**src/rtl/led_pkg.sv**
```systemverilog
// Shared types and constants for the LED blink scheduler.
package led_pkg;

   // Scheduler FSM states.
   typedef enum logic [1:0] {
      IDLE = 2'd0,
      ON   = 2'd1,
      OFF  = 2'd2,
      GAP  = 2'd3
   } sched_state_t;

   // Board clock frequency in Hz.
   localparam int CLK_FREQ = 100_000_000;

   // Width of a per-requester blink count.
   localparam int COUNT_W = 4;

   // Largest of three integers, used to size the shared phase timer.
   function automatic int max3(input int a, input int b, input int c);
      int m;
      m = (a > b) ? a : b;
      m = (m > c) ? m : c;
      return m;
   endfunction

endpackage

```
**src/rtl/led_blink_scheduler_rr_arbiter.sv**
```systemverilog
// Combinational round-robin arbiter: searches upward from pointer+1, wrapping modulo N.
module rr_arbiter #(
   parameter int N = 4
) (
   input  logic [N-1:0]         req_i,
   input  logic [N-1:0]         mask_i,
   input  logic [$clog2(N)-1:0] pointer_i,
   output logic [N-1:0]         winner_o,
   output logic                 valid_o
);

   localparam int PW = $clog2(N);

   logic [N-1:0]  eligible_s;
   logic [PW-1:0] idx_s;
   logic          found_s;
   logic          sel_s;

   assign eligible_s = req_i & ~mask_i;

   // Walk the requesters in priority order and keep only the first eligible one.
   always_comb begin
      winner_o = '0;
      found_s  = 1'b0;
      idx_s    = '0;
      sel_s    = 1'b0;
      for (int k = 1; k <= N; k++) begin
         idx_s           = PW'((int'(pointer_i) + k) % N);
         sel_s           = !found_s && eligible_s[idx_s];
         winner_o[idx_s] = winner_o[idx_s] | sel_s;
         found_s         = found_s | sel_s;
      end
      valid_o = found_s;
   end

endmodule

```
**src/rtl/led_blink_scheduler.sv**
```systemverilog
// Shares one status LED between N requesters, each flashing a 1..15 blink code.
module led_blink_scheduler #(
   parameter int N_REQ      = 4,
   parameter int CLK_FREQ   = led_pkg::CLK_FREQ,
   parameter int ON_CYCLES  = CLK_FREQ / 4,
   parameter int OFF_CYCLES = CLK_FREQ / 4,
   parameter int GAP_CYCLES = CLK_FREQ
) (
   input  logic                                clk,
   input  logic                                reset,
   input  logic                                enable,
   input  logic [N_REQ-1:0]                    req,
   input  logic [led_pkg::COUNT_W*N_REQ-1:0]   req_count,
   output logic [N_REQ-1:0]                    grant,
   output logic [N_REQ-1:0]                    ack,
   output logic                                busy,
   output logic                                led
);

   import led_pkg::*;

   localparam int TMAX = max3(ON_CYCLES, OFF_CYCLES, GAP_CYCLES);
   localparam int TW   = (TMAX > 1) ? $clog2(TMAX) : 1;
   localparam int PW   = $clog2(N_REQ);

   localparam logic [TW-1:0] ON_LAST  = TW'(ON_CYCLES - 1);
   localparam logic [TW-1:0] OFF_LAST = TW'(OFF_CYCLES - 1);
   localparam logic [TW-1:0] GAP_LAST = TW'(GAP_CYCLES - 1);

   sched_state_t         state_q, state_d;
   logic [TW-1:0]        timer_q, timer_d;
   logic [COUNT_W-1:0]   remaining_q, remaining_d;
   logic [PW-1:0]        pointer_q, pointer_d;
   logic [N_REQ-1:0]     grant_q, grant_d;
   logic [N_REQ-1:0]     ack_q, ack_d;
   logic                 led_q, led_d;

   logic [N_REQ-1:0]     win_onehot_s;
   logic                 win_valid_s;
   logic [PW-1:0]        win_idx_s;
   logic [COUNT_W-1:0]   count_sel_s;
   logic                 owner_req_s;

   // The requester acked this cycle is masked so it cannot immediately re-win.
   rr_arbiter #(
      .N (N_REQ)
   ) u_arb (
      .req_i     (req),
      .mask_i    (ack_q),
      .pointer_i (pointer_q),
      .winner_o  (win_onehot_s),
      .valid_o   (win_valid_s)
   );

   // Encode the one-hot winner and pick out its blink count.
   always_comb begin
      win_idx_s   = '0;
      count_sel_s = '0;
      for (int i = 0; i < N_REQ; i++) begin
         win_idx_s   = win_idx_s | (win_onehot_s[i] ? PW'(i) : '0);
         count_sel_s = count_sel_s |
                       (win_onehot_s[i] ? req_count[i*COUNT_W +: COUNT_W] : '0);
      end
   end

   // Owner still requesting; a drop while blinking aborts the code.
   assign owner_req_s = |(req & grant_q);

   // Next-state logic for the ON/OFF/GAP sequencer.
   always_comb begin
      state_d     = state_q;
      timer_d     = timer_q;
      remaining_d = remaining_q;
      pointer_d   = pointer_q;
      grant_d     = grant_q;
      ack_d       = '0;
      case (state_q)
         IDLE: begin
            grant_d = '0;
            if (win_valid_s) begin
               state_d     = ON;
               grant_d     = win_onehot_s;
               pointer_d   = win_idx_s;
               timer_d     = '0;
               remaining_d = (count_sel_s == 4'd0) ? 4'd1 : count_sel_s;
            end else begin
               state_d = IDLE;
            end
         end
         ON: begin
            if (!owner_req_s) begin
               state_d = GAP;
               grant_d = '0;
               timer_d = '0;
            end else if (timer_q == ON_LAST) begin
               state_d = OFF;
               timer_d = '0;
            end else begin
               timer_d = timer_q + TW'(1);
            end
         end
         OFF: begin
            if (!owner_req_s) begin
               state_d = GAP;
               grant_d = '0;
               timer_d = '0;
            end else if (timer_q == OFF_LAST) begin
               remaining_d = remaining_q - 4'd1;
               timer_d     = '0;
               state_d     = (remaining_q == 4'd1) ? GAP : ON;
            end else begin
               timer_d = timer_q + TW'(1);
            end
         end
         GAP: begin
            if (timer_q == GAP_LAST) begin
               state_d = IDLE;
               ack_d   = grant_q;   // zero after an abort, so no ack
               grant_d = '0;
               timer_d = '0;
            end else begin
               timer_d = timer_q + TW'(1);
            end
         end
         default: begin
            state_d = IDLE;
            grant_d = '0;
            timer_d = '0;
         end
      endcase
      led_d = enable && (state_d == ON);
   end

   // State and output registers.
   always_ff @(posedge clk or posedge reset) begin
      if (reset) begin
         state_q     <= IDLE;
         timer_q     <= '0;
         remaining_q <= '0;
         pointer_q   <= PW'(N_REQ - 1);
         grant_q     <= '0;
         ack_q       <= '0;
         led_q       <= 1'b0;
      end else begin
         state_q     <= state_d;
         timer_q     <= timer_d;
         remaining_q <= remaining_d;
         pointer_q   <= pointer_d;
         grant_q     <= grant_d;
         ack_q       <= ack_d;
         led_q       <= led_d;
      end
   end

   assign grant = grant_q;
   assign ack   = ack_q;
   assign busy  = (state_q != IDLE);
   assign led   = led_q;

endmodule

```
**config.mk**
```make
export PLATFORM = sky130hd
export DESIGN_NAME = led_blink_scheduler
export DESIGN_NICKNAME = d
export VERILOG_FILES = /design/src/rtl/led_pkg.sv /design/src/rtl/led_blink_scheduler_rr_arbiter.sv /design/src/rtl/led_blink_scheduler.sv
export SDC_FILE = /design/constraint.sdc
export NUM_CORES = 1
export LEC_CHECK = 0
export BUFFER_PORTS_ARGS = -buffer_cell sky130_fd_sc_hd__buf_2
export CORE_MARGIN = 3
export CORE_UTILIZATION = 25
export DETAILED_ROUTE_END_ITERATION = 6
export GPL_TIMING_DRIVEN = 0
export SYNTH_ARGS = -nofsm -noshare
export SYNTH_HDL_FRONTEND = slang
export SYNTH_HIERARCHICAL = 1
export SYNTH_SLANG_ARGS = --single-unit
```
**constraint.sdc**
```tcl
create_clock -name clk -period 5.26 [get_ports clk]
set_input_delay 1.052 -clock clk [delete_from_list [all_inputs] [get_ports clk]]
set_output_delay 1.052 -clock clk [all_outputs]
set_load 0.01 [all_outputs]
```
Word-level counts from Yosys, hierarchy flattened
Cells that the tools add are included.
Widths: inputs -> output; s select.
- input port bits: 23
- bits in registers: 44
- output and inout bits: 10
- equality and inequality tests: 12
- reductions and logical operators: 20
- order comparisons: 8
- add/subtract/negate cells: 6
- multiplexer cells: 58
- bitwise logic cells: 16
- operators with widths (cell ; count):
    $mux 27 ; 4
    $pmux 27 s3 ; 1
    $mux 4 ; 13
    $add 27x1->27 const B ; 1
    $eq 27x25->1 const B ; 1
    $eq 27x27->1 const B ; 1
    $bmux 1 s2 ; 8
    $mux 2 ; 8
    $mux 1 ; 14
    $and 4x4->4 ; 3
    $bwmux 4 ; 3
    $lt 2x3->1 const B ; 4
    $or 4x4->4 ; 3
    $pmux 4 s3 ; 1
    $demux 1 s2 ; 4
    $ge 2x1->1 const B ; 4
    $logic_and 1x1->1 ; 8
    $ne 2x2->1 const B ; 4
    $pmux 2 s4 ; 1
    $pmux 4 s2 ; 1
    $or 1x1->1 ; 7
    $add 2x1->2 const B ; 2
    $add 2x2->2 const B ; 2
    $eq 2x1->1 const B ; 2
    15 further kinds ; 20

Depth between registers and ports, before layout
Gate-level depths: netlist (run 1).
- depth in word-level cells: 26
- gate-level depth with buffers: 19

Hierarchy
Netlist (run 1), hierarchy kept.
- modules (own cells, without submodules) (module ; area an instance (µm²) ; cells each ; instances):
    led_blink_scheduler ; 2511.2 ; 264 ; 1
    rr_arbiter ; 803.3 ; 106 ; 1

Worst setup path after synthesis (run 1)
No wires, ideal clock.
- kind: reg-to-reg
- from: reg pointer_q[0]
- to: reg remaining_q[0]
- slack: 844 ps
- period minus slack after synthesis: 4416 ps
- data arrival time: 4347 ps
- stages on the path, launching flop included: 20
- cells stage by stage: dfstp_2 -> inv_2 -> buf_2 -> ha_1 -> buf_6 -> and3b_1 -> o21ai_0 -> a31oi_1 -> a211oi_1 -> o221ai_2 -> a21oi_4 -> a31oi_2 -> a211oi_2 -> mux2i_1 -> a22o_1 -> a221oi_1 -> or3b_2 -> a211oi_1 -> a31oi_1 -> nand3_1
- RTL lines (what ; line ; source):
    from (decl) ; led_blink_scheduler.sv:33 ; logic [PW-1:0] pointer_q, pointer_d;
    from (signal assigned) ; led_blink_scheduler.sv:140 ; pointer_q <= PW'(N_REQ - 1);
    from (signal assigned) ; led_blink_scheduler.sv:148 ; pointer_q <= pointer_d;
    $add 2x1->2 ; led_blink_scheduler_rr_arbiter.sv:28 ; idx_s = PW'((int'(pointer_i) + k) % N);
    $lt 2x3->1 (not written as such) or $ge 2x1->1 (tied branches) ; led_blink_scheduler_rr_arbiter.sv:30 ; winner_o[idx_s] = winner_o[idx_s] | sel_s;
    $logic_and 1x1->1 (not written as such) ; led_blink_scheduler_rr_arbiter.sv:30 ;
    $mux 1 (not written as such) ; led_blink_scheduler_rr_arbiter.sv:30 ;
    $demux 1 s2 ; - ;
    $and 4x4->4 (no source line) ; - ;
    $bmux 1 s2 ; led_blink_scheduler_rr_arbiter.sv:30 ;
    $mux 1 (not written as such) ; led_blink_scheduler_rr_arbiter.sv:30 ;
    [... 9 more ...] ; - ;
    $bwmux 4 (*) ; led_blink_scheduler_rr_arbiter.sv:30 ;
    net win_onehot_s[3] ; led_blink_scheduler.sv:38 ; logic [N_REQ-1:0] win_onehot_s;
    $mux 4 (*) ; led_blink_scheduler.sv:62 ; (win_onehot_s[i] ? req_count[i*COUNT_W +: COUNT_W] : '0);
    $or 4x4->4 (*) ; led_blink_scheduler.sv:61 ; count_sel_s = count_sel_s |
    $logic_not 4->1 ; led_blink_scheduler.sv:85 ; remaining_d = (count_sel_s == 4'd0) ? 4'd1 : count_sel_s;
    $mux 4 (*) ; led_blink_scheduler.sv:85 ;
    $mux 4 (*) ; led_blink_scheduler.sv:80 ; if (win_valid_s) begin
    $pmux 4 s2 (*) ; led_blink_scheduler.sv:77 ; case (state_q)
    to (signal assigned) ; led_blink_scheduler.sv:147 ; remaining_q <= remaining_d;
    to (decl) ; led_blink_scheduler.sv:32 ; logic [COUNT_W-1:0] remaining_q, remaining_d;
The timed path passes the listed nets; every way through them passes the cells marked *. The select of a mux whose other input is x is not followed.
A chain may end at the register's enable or synchronous reset.

Worst setup path in the final report (run 1)
- from: reg pointer_q[0]
- to: reg remaining_q[0]
- RTL lines (what ; line):
    $add 2x1->2 ; led_blink_scheduler_rr_arbiter.sv:28
    $lt 2x3->1 (not written as such) or $ge 2x1->1 (tied branches) ; led_blink_scheduler_rr_arbiter.sv:30
    $logic_and 1x1->1 (not written as such) ; led_blink_scheduler_rr_arbiter.sv:30
    $mux 1 (not written as such) ; led_blink_scheduler_rr_arbiter.sv:30
    $demux 1 s2 ; -
    $and 4x4->4 (no source line) ; -
    $bmux 1 s2 ; led_blink_scheduler_rr_arbiter.sv:30
    $mux 1 (not written as such) ; led_blink_scheduler_rr_arbiter.sv:30
    [... 9 more ...] ; -
    $bwmux 4 (*) ; led_blink_scheduler_rr_arbiter.sv:30
    net win_onehot_s[2] ; led_blink_scheduler.sv:38
    $mux 4 (*) ; led_blink_scheduler.sv:62
    $or 4x4->4 (*) (2 in series) ; led_blink_scheduler.sv:61
    $logic_not 4->1 ; led_blink_scheduler.sv:85
    $mux 4 (*) ; led_blink_scheduler.sv:85
    $mux 4 (*) ; led_blink_scheduler.sv:80
    $pmux 4 s2 (*) ; led_blink_scheduler.sv:77
Marks and branches as above.

==> results of run 1 <==
## cells in the final DEF, fill, tap and decap left out, types with 3 or more instances in the layout
cell type,Yosys,final
nor4_1,3,3
a211oi_1,3,3
a21o_1,6,6
inv_1,15,14
a22o_1,3,3
buf_4,1,3
a21oi_1,12,12
and3_1,11,11
nor2b_1,4,4
clkbuf_1,4,4
a22oi_1,5,5
or3_1,3,3
xnor2_1,5,5
o2bb2ai_1,4,4
clkbuf_16,0,5
dfrtp_1,42,42
nand2_1,41,41
nand2b_1,5,5
nand4_1,10,10
nand4b_1,4,4
a31oi_1,4,4
nor3_1,6,6
mux2i_1,5,3
nand3_1,21,21
buf_2,5,37
o21ai_0,21,21
ha_1,12,12
nor2_1,35,35
xor2_1,15,15
nor4b_1,4,4
## through the flow
stage / cells / worst slack [ns] / util [%] / instance area [um^2] / hold slack [ns]
final: 585 / 0.3123 / 30.41 / 3885 / 0.5160
after global routing: 585 / 0.01327 / 30.41 / 3885 / 0.5498
after CTS: 583 / 0.2249 / 30.24 / 3862 / 0.5183
after detailed placement: 575 / 0.2581 / 29.04 / 3710 / 0.5027
after global placement: 574 / 0.2621 / 28.89 / 3690 / 0.4906
after floorplan: 370 / 0.8442 / - / 3314 / 0.4677
## power by group
part | internal, W | total, W | switching, W
registers | 0.000338 | 0.000338 | 0
clock network | 0.000190 | 0.000317 | 0.000128
logic | 0.0000200 | 0.0000486 | 0.0000286
total | 0.000548 | 0.000704 | 0.000156
## state kept, by name, summed over array words and instances, names as in the netlist
register / cells
timer_q: 27
ack: 4
grant: 4
remaining_q: 4
pointer_q: 2
state_q: 2
led: 1
## worst min-delay path by stage
stage / start / to / slack [ns] / cells after the start
2_1_floorplan: timer_q[1] / timer_q[1] / 0.47 / 2
3_5_place_dp: remaining_q[1] / remaining_q[1] / 0.50 / 1
4_1_cts: timer_q[1] / timer_q[1] / 0.52 / 2
6_report: remaining_q[1] / remaining_q[1] / 0.52 / 1
5_1_grt: remaining_q[1] / remaining_q[1] / 0.55 / 1
3_3_place_gp: timer_q[1] / timer_q[1] / 0.49 / 2
## what timing repair did
action | in CTS | in global routing
endpoints found under the hold margin | 0 | 0
endpoints found under the setup margin | 0 | 1
resized for setup | 0 | 2
setup buffers | 0 | 2
## kinds of logic (layout without fill, tap and decap cells)
kind of cell | after synthesis | in the layout
xor+xnor | 20 | 20
compound gates | 87 | 87
fa+ha+maj | 12 | 12
flops | 44 | 44
buf+inv | 29 | 72
mux | 6 | 6
simple gates | 172 | 172
## metal layers
metal / vias up / track usage (%) / share of wire [%]
li1: 1447 / - / -
met5: - / 0 / 0
met3: 8 / 1.818 / 3.8
met4: 0 / 1.751 / 0.79
met1: 1409 / 14.46 / 46
met2: 50 / 19.03 / 49
## area by class of cell
class,instances,area [um^2]
plain buffers,12,62.56
clock buffers,6,138.9
clock inverters,2,13.76
fillers,1333,8889
inverters,17,63.81
multi-input cells,297,2092
flip-flops and latches,44,1104
well taps,172,215.2
repair buffers,35,195.2
==> metrics.md, run 1 <==
| Metric | Value |
|---|---|
| Clk Latency, worst-skew pair | 0.28 ns |
| Final setup violation count | 0 |
| Crit path buffers/inverters | 4 |
| GPL Wtd Cong | 0.8446 |
| CTS H-tree depth | 2 |
| Top_reg_cell synth | dfrtp_1 |
| Vias in the first global route | 2846 |
| I/O pins | 33 |
| Post-synthesis compound-gate area fraction | 22.05% |
| Accumulated negative setup slack | 0 ns |
| Die area | 14670 um^2 |
| Mapped Cells | 370 |
| Xor and xnor area share after synthesis | 5.285% |
| Number of synthesized flops with an enable pin | 0 |
| Synth Cell Area | 3314 um^2 |
| CTS Root Cell | clkbuf_16 |
| Top delay family on crit path | compound AO/OA/AOI/OAI gates |
| Hold-fix buffers, CTS | 0 |
| Drt pass-1 iters | 4 |
| Max Clock Skew | 0.006244 ns |
| Hpwl dp | 6.197 mm |
| Commonest cells post-synth | dfrtp_1 (42), nand2_1 (41), nor2_1 (35) |
| TritonCTS clock tree | done |
| Total Routing Usage GR | 10.91% |
| Largest net degree at the start of global routing | 31 |
| Crit Reg-Reg Startpoint | pointer_q[0] |
| Worst Tran Pin Value | 0.6010 ns |
| Number of synthesized register bits | 44 |
| Initial antenna violation count | 0 |
| Reg2Reg Depth | 19 |
| Clock sinks | 44 |
| Area leader, netlist | dfrtp_1 |
| Worst rel slew slack | 59.78% |
| MaxCap Viol Count | 0 |
| ANT nets after route | 0 |
| Hold crit path type | register to register |
| First-pass GRT wire length | 13.40 mm |
| Sequential element share of the synthesized area | 33.30% |
| Ys async rst share | 100.0% |
| Core Region | 12770 um^2 |
| Mean post-synth cell area | 8.958 um^2 |
| Post-synth top area share | 31.71% |
| Maximum VDD drop | 0.0001431 V |
| Final hold vios | 0 |
| Net Count, Synth | 405 |
| Tcrit/Tclk final | 94.06% |
| Combinational family with the most area after synthesis | simple AND/OR/NAND/NOR gates |
| Adder-Cell Fraction of Synth Area | 4.530% |
| Yosys warnings | 6 |
| Synth unique cells | 78 |
| I/O Buffers | 32 |
| Worst Path Max Fanout | 11 |
| Worst setup EP type | register |
| Status | finished clean |
| Count leader, synth | dfrtp_1 |
| RSZ-0062 raised after global routing | false |
| Layout cells sized above 1 | 20.58% |
| R2R Setup Slk | 0.31 ns |
| Post-DR wirelength/cell | 13.99 um |
| Area Growth Syn to Fin | 17.21% |
| Via count | 2914 |
| Fin nets | 447 |
| Arr. time, crit path | 5.16 ns |
| Max clock buf depth | 2 |
| Tmin final | 4.948 ns |
| CP dominant cell by count | a211oi_1 |
| Die W | 121.1 um |
| Die Y | 121.1 um |
| Crit-path cells | inv_2 > buf_2 > ha_1 > buf_6 > clkinv_1 > mux2i_1 > a31o_4 > a211oi_1 > o221ai_2 > a21oi_4 > a32oi_1 > a211oi_2 > mux2i_2 > a22o_1 > a221oi_1 > or3b_2 > a211oi_1 > a31oi_1 > nand3_1 |
| Top cells by area, synth | dfrtp_1 (32%), nand2_1 (4.6%), ha_1 (4.5%) |
| CP peak stage delay | 0.61 ns |
| Number of DRC markers in iteration 0 | 195 |
| Lkg Pwr | 1.711 nW |
| # diodes | 0 |
| Residual DRC count | 0 |
| Total power | 0.0007045 W |
| Number of core rows | 41 |
| CP Capture Point | remaining_q[0] |
| PwrDens | 181.3 nW/um^2 |
| Proportion of synthesized area in mux cells | 1.850% |
| Number of cells on the critical path | 19 |
| Vias per cell | 4.981 |
| Max Fclk | 0.2021 GHz |
| CP Launch Point | pointer_q[0] |
| Kind of critical path | register to register |
| Initial core utilization | 25.95% |
| Nature of the critical path startpoint | register |
| Num CTS Buffers | 5 |
| Worst EP required | 5.48 ns |
| Final Max Tran Viols | 0 |
| DRT Wirelength | 8.185 mm |
| FF-to-FF End | remaining_q[0] |
| Clk pin slew, worst setup/hold paths | 0.06 ns |
| Critical path's slowest cell | dfstp_2 |
| Simple-gate share of the synthesized area | 29.18% |
| GR Overflow Total | 0 |
Note: power is estimated with default switching activity, not from simulation.
==> run 2: changes to the inputs <==
==> constraint.sdc (replaced) <==
create_clock -name clk -period 5 [get_ports clk]
set_input_delay 0.25 -clock clk [delete_from_list [all_inputs] [get_ports clk]]
set_output_delay 0.25 -clock clk [all_outputs]
set_load 0.01 [all_outputs]
==> run 2 against run 1 <==
Worst setup slack got worse by 0.12 ns. Non-clock buffer count increased by 3. Cell count increased by 0.51%. Largest cell class unchanged. Largest power group unchanged. Highest routed layer unchanged.
==> metrics.md, run 2 (synthesis results as in run 1) <==
| Metric | Value |
|---|---|
| Status | finished clean |
| Maximum VDD drop | 0.0001505 V (+5.2%) |
| P_int | 0.0005784 W (+5.5%) |
| Register bank with the most flops | timer_q |
| Switching Share | 22.39% (+0.20 points) |
| Via count | 2932 (+0.62%) |
| I/O pins | 33 (unchanged) |
| Switch Pwr | 0.0001669 W (+6.8%) |
| Worst Tran Pin Value | 0.5823 ns (-0.01867 ns) |
| Die Y | 121.1 um (unchanged) |
| First-pass GRT wire length | 13.48 mm (+0.62%) |
| Clock sinks | 44 (unchanged) |
| Max FFs per register | 27 (unchanged) |
| Vias per cell | 4.986 (+0.10%) |
| Crit Reg-Reg Startpoint | pointer_q[0] |
| Combinational power share | 7.2% (+0.3 points) |
| PwrDens | 188.2 nW/um^2 (+3.8%) |
| Crit path buffers/inverters | 4 (unchanged) |
| Hold crit path type | primary input to register |
| Critical path's slowest cell | dfstp_2 |
| Part of the power in registers | 47.8% (-0.2 points) |
| Max clock buf depth | 2 (unchanged) |
| Max Clock Skew | 0.006239 ns (-0.000005360 ns) |
| Max Fclk | 0.2080 GHz (+2.9%) |
| Number of DRC markers in iteration 0 | 158 (-19%) |
| Total Routing Usage GR | 10.97% (+0.060 points) |
| GR Overflow Total | 0 (unchanged) |
| Hold path start | enable |
| Worst Setup Slack, final | 0.1935 ns (-0.1189 ns) |
| Final hold vios | 0 (unchanged) |
| I/O Buffers | 32 (unchanged) |
| Hpwl dp | 6.197 mm (unchanged) |
| Largest net degree at the start of global routing | 31 (unchanged) |
| Final Max Tran Viols | 0 (unchanged) |
| Core Region | 12770 um^2 (unchanged) |
| Number of cells on the critical path | 20 (+1) |
| Top delay family on crit path | compound AO/OA/AOI/OAI gates |
| CTS H-tree depth | 2 (unchanged) |
| Layout cells sized above 1 | 22.84% (+2.3 points) |
| Reg area | 1104 um^2 (unchanged) |
| Clk pin slew, worst setup/hold paths | 0.06 ns (about the same) |
| DRT Wirelength | 8.304 mm (+1.5%) |
| Clk pwr share | 45.0% (about the same) |
| Area Growth Syn to Fin | 19.52% |
| Kind of critical path | register to register |
| Die area | 14670 um^2 (unchanged) |
| Worst rel slew slack | 61.03% (+1.2 points) |
| Initial antenna violation count | 0 (unchanged) |
| Drt pass-1 iters | 4 (unchanged) |
| Most frequent cells in the layout | dfrtp_1 (42), nand2_1 (41), buf_2 (37), nor2_1 (35), nand3_1 (21) |
| Final setup violation count | 0 (unchanged) |
| Crit-path cells | inv_2 > buf_2 > ha_1 > buf_6 > and3b_1 > o21ai_1 > a31oi_2 > a21oi_4 > o221ai_2 > a21oi_4 > a32oi_1 > a211oi_2 > buf_4 > mux2i_4 > a222oi_1 > nand2_1 > or3b_2 > a211oi_2 > a31oi_1 > nand3_1 |
| Design Area, Final | 3961 um^2 (+2.0%) |
| Vias in the first global route | 2889 (+1.5%) |
| CP Launch Point | pointer_q[0] |
| Arr. time, crit path | 5.02 ns (-0.14 ns) |
| # diodes | 0 (unchanged) |
| Worst EP required | 5.22 ns (-0.26 ns) |
| Hold-critical path depth | 3 (+2) |
| Tmin final | 4.807 ns (-0.1411 ns) |
| Number of core rows | 41 (unchanged) |
| GPL Wtd Cong | 0.8446 (unchanged) |
| Worst Path Max Fanout | 11 (unchanged) |
| Num CTS Buffers | 5 (unchanged) |
| CP peak stage delay | 0.61 ns (about the same) |
| Residual DRC count | 0 (unchanged) |
| Clk Latency, worst-skew pair | 0.28 ns (about the same) |
| DP Worst Slack | -0.001892 ns (-0.2600 ns) |
| Area of the multi-input gates | 2140 um^2 (+2.3%) |
| ANT nets after route | 0 (unchanged) |
| Cell Area, Placed | 3710 um^2 (unchanged) |
| Lkg Pwr | 1.722 nW (+0.69%) |
| Die W | 121.1 um (unchanged) |
| TritonCTS clock tree | done |
| Reg2Reg Depth | 20 (+1) |
| Worst setup EP type | register |
| Fin nets | 450 (+0.67%) |
| CTS Root Cell | clkbuf_16 |
| Initial core utilization | 25.95% (unchanged) |
| Tcrit/Tclk final | 96.13% (+2.1 points) |
| Commonest non-fill, non-tap cell in the layout | dfrtp_1 |
| Nature of the critical path startpoint | register |
| Post-DR wirelength/cell | 14.12 um (+0.94%) |
| MaxCap Viol Count | 0 (unchanged) |
| Fillers | 1321 (-0.90%) |
## run 2: changes by cell type in the layout (fill, tap and decap cells not counted), sizes merged
cell / previous run / this run
clkinv: 2 / 1
buf: 43 / 45
clkinvlp: 0 / 1
dlygate4sd3: 0 / 1
## run 2: area by class of cell
class / count / area share (%)
clock buffers: 6 / 3.506
clock inverters: 2 / 0.3474
repair buffers: 38 / 5.559
multi-input cells: 297 / 54.01
plain buffers: 12 / 1.579
inverters: 17 / 1.706
well taps: 172 / 5.433
flip-flops and latches: 44 / 27.86
## run 2: per-stage QoR
stage	util, %	power, W	std cells	hold slack [ns]	TNS [ns]
after floorplan	-	0.0003933	370	0.3748	0
after global placement	28.89	0.0004101	574	0.4906	0
after detailed placement	29.04	0.0004131	575	0.2483	-0.001892
after CTS	30.38	0.0007504	584	0.2051	0
after global routing	31.01	0.0007702	588	0.2154	-0.06774
final	31.01	0.0007453	588	0.2005	0
## run 2: worst reg2reg max path, delay by kind of cell (launching register included)
kind,cells,cell delay (ns)
AOI/OAI and AO/OA,10,2.15
DFF,1,0.61
and+or+nand+nor,4,0.95
adders and majority gates,1,0.33
muxes,1,0.10
buffers and inverters,4,0.61
## run 2: power by group through the flow
stage	clock network (W)	registers [W]	logic, W
finish	0.000335	0.000356	0.0000540
global route	0.000355	0.000356	0.0000596
CTS	0.000343	0.000356	0.0000516
detailed placement	0	0.000363	0.0000505
global placement	0	0.000363	0.0000475
floorplan	0	0.000363	0.0000307
## run 2: repair_timing
action | CTS | global route
pin swaps | 0 | 4
setup buffers | 0 | 4
hold buffers | 1 | 0
setup endpoints to repair | 1 | 1
gates cloned | 0 | 0
hold endpoints to repair | 12 | 0
gates resized for setup | 2 | 11
## run 2: worst paths after layout
kind | to | slack [ns]
min | led | 0.20
min reg2reg | remaining_q[1] | 0.52
max reg2reg | remaining_q[0] | 0.19
max | remaining_q[0] | 0.19
max in group asynchronous | timer_q[7] | 4.05
min in group asynchronous | grant[3] | 0.48
## run 2: metal layers
| layer | up-vias | wire, um | part of all wire, % | global-route usage (%) |
|---|---|---|---|---|
| li1 | 1456 | - | - | - |
| met1 | 1404 | 3796 | 46 | 14.49 |
| met2 | 60 | 4094 | 49 | 19.14 |
| met3 | 12 | 331 | 4.0 | 1.818 |
| met4 | 0 | 81 | 0.98 | 1.891 |
| met5 | - | 0 | 0 | 0 |
==> run 3: changes to the inputs <==
- CORE_ASPECT_RATIO: not set -> 1.4
==> run 3 against run 2 <==
Worst setup slack worse by 0.023 ns. Critical path depth up 1. Die area up 0.13%. Cell area up 0.63%. Sequential power about the same. Total power up 11%. Via count up 4.1%. Clock skew up 0.0016 ns. Global-route usage up 1.4 points. Cell count up 1.2%. Critical path type unchanged.
==> metrics.md, run 3 (synthesis results as in run 1) <==
| Metric | Value |
|---|---|
| Number of DRC markers in iteration 0 | 138 (-13%) |
| Max clock buf depth | 2 (unchanged) |
| Final core occ | 30.82% (-0.20 points) |
| GR Overflow Total | 0 (unchanged) |
| Area Growth Syn to Fin | 20.27% |
| Final Max Tran Viols | 0 (unchanged) |
| Worst Path Max Fanout | 11 (unchanged) |
| Worst Tran Pin Value | 0.5930 ns (+0.01066 ns) |
| Fin nets | 452 (+0.44%) |
| Layout cells sized above 1 | 22.06% (-0.77 points) |
| # diodes | 0 (unchanged) |
| R2R Setup Slk | 0.17 ns (-0.02 ns) |
| Tcrit/Tclk final | 96.60% (+0.46 points) |
| Worst hold path endpoint | led |
| Max Clock Skew | 0.007816 ns (+0.001578 ns) |
| Die area | 14690 um^2 (+0.13%) |
| DP Worst Slack | -0.08947 ns (-0.08758 ns) |
| Drt pass-1 iters | 4 (unchanged) |
| Accumulated negative setup slack | 0 ns (unchanged) |
| Commonest non-fill, non-tap cell in the layout | dfrtp_1 |
| Die Y | 142.2 um (+17%) |
| Worst rel slew slack | 60.32% (-0.71 points) |
| Initial antenna violation count | 0 (unchanged) |
| Initial core utilization | 25.62% (-0.33 points) |
| Die W | 103.3 um (-15%) |
| Final setup violation count | 0 (unchanged) |
| First-pass GRT wire length | 14.52 mm (+7.7%) |
| Hold-critical path depth | 3 (unchanged) |
| Arr. time, crit path | 5.05 ns (+0.03 ns) |
| Status | finished clean |
| Hpwl dp | 6.957 mm (+12%) |
| Max Fclk | 0.2070 GHz (-0.48%) |
| Clk pin slew, worst setup/hold paths | 0.06 ns (about the same) |
| Maximum VDD drop | 0.0001323 V (-12%) |
| Largest net degree at the start of global routing | 33 (+6.5%) |
| Worst setup EP type | register |
| Hold path start | enable |
| Most frequent cells in the layout | dfrtp_1 (42), nand2_1 (41), buf_2 (37), nor2_1 (35), nand3_1 (21) |
| PwrDens | 207.6 nW/um^2 (+10%) |
| ANT nets after route | 0 (unchanged) |
| MaxCap Viol Count | 0 (unchanged) |
| Tmin final | 4.830 ns (+0.02325 ns) |
| Worst EP required | 5.22 ns (about the same) |
| Residual DRC count | 0 (unchanged) |
| Vias per cell | 5.128 (+2.8%) |
| Crit Reg-Reg Startpoint | pointer_q[0] |
| Clock sinks | 44 (unchanged) |
| Dpl cells | 581 (+1.0%) |
| DRT Wirelength | 9.050 mm (+9.0%) |
| Hold crit path type | primary input to register |
| Post-DR wirelength/cell | 15.21 um (+7.7%) |
| Reg2Reg Depth | 21 (+5.0%) |
| Clk Latency, worst-skew pair | 0.29 ns (about the same) |
| Max FFs per register | 27 (unchanged) |
| Num CTS Buffers | 5 (unchanged) |
| Number of core rows | 49 (+20%) |
| Register bank with the most flops | timer_q |
| Final Instance Count excl. Fillers | 595 (+1.2%) |
| GPL Wtd Cong | 0.9008 (+6.7%) |
| Nature of the critical path startpoint | register |
| Vias in the first global route | 3034 (+5.0%) |
| Worst Setup Slack, final | 0.1702 ns (-0.02325 ns) |
| FF-to-FF End | remaining_q[0] |
| Final hold vios | 0 (unchanged) |
| CTS Root Cell | clkbuf_16 |
| Total Routing Usage GR | 12.35% (+1.4 points) |
| I/O Buffers | 32 (unchanged) |
| TritonCTS clock tree | done |
| CTS H-tree depth | 2 (unchanged) |
| Fillers | 1339 (+1.4%) |
| Via count | 3051 (+4.1%) |
| Lkg Pwr | 1.744 nW (+1.2%) |
| Core Region | 12940 um^2 (+1.3%) |
| Kind of critical path | register to register |
| I/O pins | 33 (unchanged) |
[run 3: cell type report]
| cell class | count | area (um^2) | share of cell area, % |
|---|---|---|---|
| well taps | 178 | 222.7 | 5.587 |
| clock inverters | 2 | 60.06 | 1.507 |
| flip-flops and latches | 44 | 1104 | 27.68 |
| inverters | 17 | 67.56 | 1.695 |
| multi-input cells | 297 | 2110 | 52.92 |
| plain buffers | 12 | 62.56 | 1.569 |
| repair buffers | 40 | 235.2 | 5.901 |
| clock buffers | 5 | 125.1 | 3.139 |
[run 3: through the flow]
stage	power, W	hold WS, ns	instance area, um^2
floorplan	0.0003933	0.3748	3314
global placement	0.0004122	0.4844	3697
detailed placement	0.0004144	0.2400	3717
CTS	0.0008352	0.1858	3928
global route	0.0008577	0.2099	3986
finish	0.0008274	0.1900	3986
[run 3: worst max path at each step]
stage	start	to	slack [ns]	cells after the start
3_5_place_dp	pointer_q[0]	remaining_q[0]	-0.09	19
3_3_place_gp	pointer_q[0]	remaining_q[0]	-0.06	19
5_1_grt	pointer_q[0]	remaining_q[0]	-0.02	21
6_report	pointer_q[0]	remaining_q[0]	0.17	21
2_1_floorplan	pointer_q[0]	remaining_q[0]	0.58	19
4_1_cts	pointer_q[0]	remaining_q[0]	0.07	19
[run 3: critical path, stage by stage (launching register included)]
cell	delay, ns
dfstp_2	0.60
inv_2	0.06
buf_2	0.21
ha_1	0.32
buf_6	0.14
clkinv_1	0.18
mux2i_1	0.23
a31o_4	0.31
a21oi_4	0.18
buf_4	0.15
nor2b_2	0.05
o211ai_4	0.25
a311oi_2	0.15
a211oi_2	0.23
buf_4	0.16
mux2i_2	0.13
a22o_1	0.23
a221oi_1	0.28
or3b_2	0.47
a211oi_1	0.27
a31oi_1	0.07
nand3_1	0.10
[run 3: repair_timing]
action                                  4_1_cts  5_1_grt
setup buffers                                 1        5
gates resized for setup                       2        5
hold buffers                                  1        0
endpoints found under the setup margin        1        1
pin swaps                                     1        4
hold endpoints to repair                     10        0
[run 3: routing by layer]
| metal | up-vias | global-route usage (%) | part of all wire, % | wire, um |
|---|---|---|---|---|
| li1 | 1458 | - | - | - |
| met1 | 1497 | 13.56 | 40 | 3596 |
| met2 | 79 | 23.13 | 54 | 4875 |
| met3 | 17 | 2.060 | 3.6 | 324 |
| met4 | 0 | 4.570 | 2.8 | 252 |
| met5 | - | 0 | 0 | 0 |
[run 3: power breakdown]
| group | internal [W] | switching (W) | total, W |
|---|---|---|---|
| logic | 0.0000227 | 0.0000317 | 0.0000545 |
| registers | 0.000356 | 0 | 0.000356 |
| clock network | 0.000283 | 0.000133 | 0.000417 |
| total | 0.000662 | 0.000165 | 0.000827 |
